## config.mk

```make
export PLATFORM = sky130hd
export DESIGN_NAME = mult_seq_flat
export DESIGN_NICKNAME = d
export VERILOG_FILES = /design/src/rtl/mult_seq_if.sv /design/src/rtl/mult_seq.sv /design/src/flat_wrapper.sv
export SDC_FILE = /design/constraint.sdc
export NUM_CORES = 1
export LEC_CHECK = 0
export BUFFER_PORTS_ARGS = -buffer_cell sky130_fd_sc_hd__clkbuf_2
export CAP_MARGIN = 40
export CORE_UTILIZATION = 58
export DETAILED_ROUTE_END_ITERATION = 16
export PLACE_DENSITY = 0.78
export SLEW_MARGIN = 25
export SYNTH_ARGS = -nofsm -noshare
export SYNTH_HDL_FRONTEND = slang
export SYNTH_SLANG_ARGS = --single-unit
```

## constraint.sdc

```tcl
create_clock -name clk -period 4 [get_ports clk]
set_input_delay 0.2 -clock clk [delete_from_list [all_inputs] [get_ports clk]]
set_output_delay 0.2 -clock clk [all_outputs]
set_load 0.005 [all_outputs]
```

## src/rtl/mult_seq_if.sv

```systemverilog
// mult_seq_if: start/busy/done handshake and operand/result bus
// for the sequential MULT/MULTU unit.
interface mult_seq_if #(
   parameter int WIDTH = 32
);
   logic                 start;
   logic                 is_signed;
   logic [WIDTH-1:0]     a;
   logic [WIDTH-1:0]     b;
   logic                 busy;
   logic                 done;
   logic [2*WIDTH-1:0]   result;

   modport master (
      output start, is_signed, a, b,
      input  busy, done, result
   );

   modport slave (
      input  start, is_signed, a, b,
      output busy, done, result
   );
endinterface

```

## src/rtl/mult_seq.sv

```systemverilog
// mult_seq: shift-add multiplier, signed/unsigned, 2*WIDTH-bit product
// over WIDTH+1 clocks with start/busy/done handshake.
module mult_seq #(
   parameter int WIDTH = 32
) (
   input logic        clk,
   input logic        reset,
   mult_seq_if.slave  bus
);
   localparam int CW = $clog2(WIDTH);
   localparam int PW = 2 * WIDTH;

   typedef enum logic [1:0] {
      IDLE,
      CALC,
      FIX
   } state_t;

   state_t            state_q;
   state_t            state_d;
   logic [CW-1:0]     count_q;
   logic [PW-1:0]     acc_q;
   logic [PW-1:0]     mcand_q;
   logic [PW-1:0]     result_q;
   logic [WIDTH-1:0]  mplier_q;
   logic              neg_q;
   logic              done_q;

   logic [WIDTH-1:0]  mag_a;
   logic [WIDTH-1:0]  mag_b;
   logic              neg_d;

   // -2^(W-1) negates to itself, which read unsigned is the right magnitude
   always_comb begin
      mag_a = bus.a;
      mag_b = bus.b;
      if (bus.is_signed && bus.a[WIDTH-1])
         mag_a = -bus.a;
      if (bus.is_signed && bus.b[WIDTH-1])
         mag_b = -bus.b;
      neg_d = bus.is_signed & (bus.a[WIDTH-1] ^ bus.b[WIDTH-1]);
   end

   always_ff @(posedge clk) begin
      if (reset)
         state_q <= IDLE;
      else
         state_q <= state_d;
   end

   always_comb begin
      state_d = state_q;
      unique case (state_q)
         IDLE: if (bus.start) state_d = CALC;
         CALC: if (count_q == CW'(WIDTH - 1)) state_d = FIX;
         FIX:  state_d = IDLE;
         default: state_d = IDLE;
      endcase
   end

   always_ff @(posedge clk) begin
      if (reset) begin
         count_q  <= '0;
         acc_q    <= '0;
         mcand_q  <= '0;
         mplier_q <= '0;
         neg_q    <= 1'b0;
         result_q <= '0;
         done_q   <= 1'b0;
      end else begin
         done_q <= 1'b0;
         unique case (state_q)
            IDLE: begin
               if (bus.start) begin
                  mcand_q  <= {{WIDTH{1'b0}}, mag_a};
                  mplier_q <= mag_b;
                  neg_q    <= neg_d;
                  acc_q    <= '0;
                  count_q  <= '0;
               end
            end
            CALC: begin
               if (mplier_q[0])
                  acc_q <= acc_q + mcand_q;
               mcand_q  <= mcand_q << 1;
               mplier_q <= mplier_q >> 1;
               count_q  <= count_q + CW'(1);
            end
            FIX: begin
               result_q <= neg_q ? -acc_q : acc_q;
               done_q   <= 1'b1;
            end
            default: ;
         endcase
      end
   end

   assign bus.busy   = (state_q != IDLE);
   assign bus.done   = done_q;
   assign bus.result = result_q;
endmodule

```

## src/flat_wrapper.sv

```systemverilog
// flat-port wrapper written by rule: the top's interface ports become plain ports
module mult_seq_flat 
#(
   parameter int WIDTH = 32
)
  (clk, reset, bus_start, bus_is_signed, bus_a, bus_b, bus_busy, bus_done, bus_result);
  mult_seq_if #(.WIDTH(WIDTH)) bus_i ();
  input logic clk;
  input logic reset;
  input wire logic [$bits(bus_i.start)-1:0] bus_start;
  input wire logic [$bits(bus_i.is_signed)-1:0] bus_is_signed;
  input wire logic [$bits(bus_i.a)-1:0] bus_a;
  input wire logic [$bits(bus_i.b)-1:0] bus_b;
  output wire logic [$bits(bus_i.busy)-1:0] bus_busy;
  output wire logic [$bits(bus_i.done)-1:0] bus_done;
  output wire logic [$bits(bus_i.result)-1:0] bus_result;
  assign bus_i.start = bus_start;
  assign bus_i.is_signed = bus_is_signed;
  assign bus_i.a = bus_a;
  assign bus_i.b = bus_b;
  assign bus_busy = bus_i.busy;
  assign bus_done = bus_i.done;
  assign bus_result = bus_i.result;
  mult_seq #(.WIDTH(WIDTH)) u_core (.clk(clk), .reset(reset), .bus(bus_i));
endmodule
```

Word level (Yosys, flattened, before mapping)
Index checks and enable logic that the tools add are counted.
{ "classes": {"muxes": 16, "n_addsub": 5, "reduce_logical": 9, "bitwise_logic": 2, "eq_ne": 6} }
{ "op_table": {"columns": ["op", "count"], "rows": [
  ["2-to-1 mux 64 bit", 4],
  ["case mux 64 bit (2 select lines)", 2],
  ["2-to-1 mux 32 bit", 3],
  ["adder 64 bit", 1],
  ["negator 32 bit", 2],
  ["negator 64 bit", 1],
  ["case mux 32 bit (2 select lines)", 1],
  ["case mux 5 bit (2 select lines)", 1],
  ["AND reduction 2 bit", 3],
  ["adder 5 x 1 -> 5 bit, second input constant", 1],
  ["equality test 5 bit, second input constant", 1],
  ["2-to-1 mux 5 bit", 1],
  ["2-to-1 mux 2 bit", 2],
  ["inequality test 2 x 1 -> 1 bit, second input constant", 2],
  ["case mux 2 bit (2 select lines)", 1],
  ["nonzero test 2 bit", 2],
  ["AND reduction 3 bit", 1],
  ["equality test 2 x 1 -> 1 bit, second input constant", 1],
  ["equality test 2 bit, second input constant", 1],
  ["logical AND 1 bit", 2],
  ["logical NOT 2 bit", 1],
  ["inequality test 2 bit, second input constant", 1],
  ["AND 1 bit", 1],
  ["2-to-1 mux 1 bit", 1],
  ["bitwise XOR 1 bit", 1]
]} }
{ "totals": {"in_bits": 68, "word_cells": 46, "ff_bits": 233, "output_inout_bits": 66} }

Logic depth before layout (Yosys ltp)
{ "depth": {"ltp_word": 4, "depth_mapped": 14, "ltp_nobuf": 14} }

Least setup slack after synthesis
Ideal clock, no wire load.
{ "synth_timing": {"path_kind": "reg-to-reg", "start": "register u_core.acc_q[0]", "end": "register u_core.acc_q[60]", "required_ns": 3.883, "setup_slack_ns": 0.705, "path_stages_with_launch": 15, "setup_ns": 0.117, "n_path_buf": 0, "period_less_slack_ns": 3.295, "arrival_ns": 3.178, "cell_sequence": "dfxtp_1 > ha_1 > inv_1 > fa_1 > and2b_1 > o211ai_1 > a311oi_2 > a311o_2 > a21boi_2 > o31ai_4 > a21oi_2 > o31a_1 > o31ai_1 > xor2_1 > a22o_1"} }
{ "synth_between": {"elab_chain_cells": 3} }
{ "synth_lines": {"columns": ["element", "line", "source"], "rows": [
  ["start, declared", "mult_seq.sv:22", "logic [PW-1:0] acc_q;"],
  ["start signal, assigned", "mult_seq.sv:84", "acc_q <= acc_q + mcand_q;"],
  ["adder 64 bit", "mult_seq.sv:84", null],
  ["2-to-1 mux 64 bit", "mult_seq.sv:83", "if (mplier_q[0])"],
  ["case mux 64 bit (2 select lines)", "mult_seq.sv:72", "unique case (state_q)"]
]} }
No other way between the ends. The select of a mux whose other input is x is not followed.
A chain may end at the register's enable or synchronous reset.

Worst setup path after layout
{ "layout_timing": {"start": "register u_core.acc_q[0]", "end": "register u_core.acc_q[62]"} }
The elaborated chain is that of the path after synthesis.

==> reports/results.txt <==
Max VDD drop -> 0.218 mV
Avg Synthesized Cell Area -> 7.84 um^2
Setup TNS -> 0 ns
Share of cells above drive strength 1 -> 12.8%
Post-synthesis instance area -> 14500 um^2
Pwr/cell area -> 333 nW/um^2
Sw Ratio -> 26.0%
CP peak stage delay -> 0.39 ns
DRC -> 0
Antenna diode count -> 0
First-pass GRT wire length -> 63400 um
Vias post-DR -> 13627
Final WL -> 38800 um
Hold crit path type -> primary input to register
Worst-path fanout max -> 7
Most used cell, CP -> o211ai_1
Fin util -> 66.5%
Ys Warns -> 0
Seq/Total Area, Yosys -> 32.2%
Static leakage -> 6.74 nW
Total track usage -> 29.9%
TritonCTS clock tree -> yes
CP Capture Type -> register
Nets -> 2046
Initial antenna violation count -> 0
Final Cycle Share -> 93.4%
H-tree Lvls -> 1
Die H -> 160 um
DRT antenna net count -> 0
Die area -> 25600 um^2
Area of the core -> 24400 um^2
Post-DP HPWL -> 28000 um
Inserted Clock Buffers -> 25
Worst EP required -> 4.45 ns
Max-Slew Margin vs Limit -> 41.1%
Slew Limit Fails -> 0
Vias in the first global route -> 12517
Pin count of the biggest net entering global routing -> 162
Rows -> 57
Post-Syn Nets -> 1984
Initial Util -> 59.3%
Measured slew at the worst slew-check pin -> 0.875 ns
CTS root buf -> clkbuf_16
Ys async rst share -> 0%
Commonest non-fill, non-tap cell in the layout -> dfxtp_1
RSZ-0062 raised after global routing -> no
Most frequent cells in the layout -> 231 x dfxtp_1, 230 x nand2_1, 199 x a21oi_1, 159 x nor2_1, 132 x clkbuf_2
GRT overflow -> 0
Worst path buffer plus inverter count -> 1
Seq pwr share -> 45.1%
Clk pwr share -> 43.6%
Cell count after synthesis -> 1847
Crit path DAT -> 4.18 ns
Post-synthesis register bit count -> 233
CP cell instances -> ha_1 > inv_1 > fa_1 > and2b_1 > o211ai_1 > a311oi_2 > a311o_2 > a21boi_2 > o31ai_4 > a21oi_2 > o31a_1 > o31ai_1 > nand4b_1 > o211ai_1
Die width -> 160 um
# port buffers -> 133
Io pins -> 134
Net Sw Power -> 1.40 mW
Startpoint Class -> register
Pint -> 4.00 mW
CP max stage cell -> o31a_1
Sink Count -> 233
Clock latency at the later pin of the worst-skew pair -> 0.53 ns
Max clock buf depth -> 3
Setup CP Type -> register to register
Fmax -> 0.268 GHz
Outcome -> finished, final reports clean
Max-cap violations -> 0
Routed len/inst -> 17.2 um
Setup violators final -> 0
Yosys cell types -> 78
Initial DRT Pass Iterations -> 5
RD Place Congestion -> 0.943
Clock slew seen by the registers of the worst setup and hold paths -> 0.06 ns
Delay-heaviest family, CP -> compound AO/OA/AOI/OAI gates
EDFF count, synth -> 0
Minimum clock period -> 3.73 ns
DR iter-0 viols -> 961
Area added between synthesis and finish -> 12.0%
Worst Skew -> 0.00812 ns
Prevailing post-synth register cell -> dfxtp_1
Vias/cell -> 6.05
Final Hold Fails -> 0
Combinational Power Share -> 11.3%
[worst paths after layout]
path | start | endpoint | slack (ns) | depth (start not counted)
worst max-delay path | u_core.acc_q[0]$_SDFFE_PP0P_ | u_core.acc_q[62]$_SDFFE_PP0P_ | 0.27 | 14
worst min-delay path | bus_a[19] | u_core.mcand_q[19]$_SDFFE_PP0P_ | 0.01 | 4
worst min register to register | u_core.bus.result[49]$_SDFFE_PP0P_ | u_core.bus.result[49]$_SDFFE_PP0P_ | 0.46 | 2
worst max register to register | u_core.acc_q[0]$_SDFFE_PP0P_ | u_core.acc_q[62]$_SDFFE_PP0P_ | 0.27 | 14
[per-stage QoR]
stage / worst slack [ns] / total power, mW / area, um^2 / hold WS [ns] / std cells
after floorplan: 0.705 / 2.88 / 14500 / 0.336 / 1847
after global placement: 0.312 / 3.06 / 15200 / 0.436 / 2192
after detailed placement: 0.226 / 3.07 / 15300 / 0.445 / 2193
after CTS: 0.214 / 5.42 / 16200 / 0.000159 / 2249
after global routing: 0.0826 / 5.59 / 16200 / 0.0136 / 2251
final: 0.266 / 5.40 / 16200 / 0.0107 / 2251
[power groups by stage]
stage	clock [mW]	sequential, mW	combinational [mW]
final	2.35	2.43	0.611
after global routing	2.48	2.44	0.676
after CTS	2.38	2.43	0.603
after detailed placement	0	2.48	0.591
after global placement	0	2.48	0.582
after floorplan	0	2.46	0.420
[worst min-delay path, cell delays in order]
cell,delay (ns)
clkbuf_2,0.11
xor2_1,0.06
nand2_1,0.06
a21oi_1,0.05
[sequential cells by signal, indices dropped and copies added (netlist names)]
register           flops
u_core.mcand_q        64
u_core.count_q         5
u_core.bus.done        1
u_core.mplier_q       32
u_core.state_q         2
u_core.acc_q          64
u_core.neg_q           1
u_core.bus.result     64
[per-layer routing]
metal | wire (um) | track usage, % | vias up
met2 | 17500 | 48.7 | 434
met5 | 0 | 0 | -
met4 | 602 | 6.45 | 0
met1 | 18000 | 41.6 | 6341
met3 | 2710 | 4.73 | 44
li1 | - | - | 6808
[synthesized netlist by cell type (5+ instances only)]
master | number | area (um^2)
xor2_1 | 114 | 998
inv_1 | 31 | 116
a211oi_1 | 59 | 443
nor3b_1 | 5 | 37.5
nand2_1 | 230 | 863
or4_1 | 13 | 97.6
a22o_1 | 5 | 43.8
nor3_1 | 22 | 110
clkbuf_1 | 115 | 432
nor2b_1 | 5 | 31.3
and2_1 | 7 | 43.8
nor2_1 | 161 | 604
xnor2_1 | 64 | 561
nand4_1 | 23 | 144
o21ai_1 | 13 | 65.1
nor4_1 | 18 | 113
or3_1 | 10 | 62.6
o31ai_1 | 29 | 218
dfxtp_1 | 233 | 4660
nand2b_1 | 12 | 75.1
buf_1 | 10 | 37.5
ha_1 | 68 | 851
nand3_1 | 56 | 280
and4_1 | 5 | 43.8
a21o_1 | 49 | 368
a31oi_1 | 13 | 81.3
o21ai_0 | 79 | 395
a21oi_1 | 199 | 996
o41ai_1 | 13 | 114
a22oi_1 | 87 | 653
o21a_1 | 5 | 37.5
o21bai_1 | 12 | 90.1
buf_2 | 5 | 25.0
or2_2 | 8 | 50.1
[what timing repair did]
item | in CTS | in global routing
buffers inserted | 0 | 2
hold buffers | 11 | 0
endpoints found under the setup margin | 0 | 2
resized for setup | 0 | 1
hold endpoints to repair | 11 | 0
[area by class of cell]
type	instances	area [um^2]
multi-input cells	1453	9230
fillers	2160	8170
flip-flops and latches	233	4670
repair buffers	165	960
clock buffers	36	737
well taps	324	405
inverters	31	116
clock inverters	9	101
[cell families after synthesis]
kind of cell	count (synthesis)	synth area share, %
AOI/OAI and AO/OA	605	27.2
xor gates and xnor gates	178	10.8
adders and majority gates	69	6.02
buffers and inverters	161	4.22
DFF	233	32.2
muxes	2	0.147
and+or+nand+nor	599	19.4
Power figures use the tool's default switching activity.
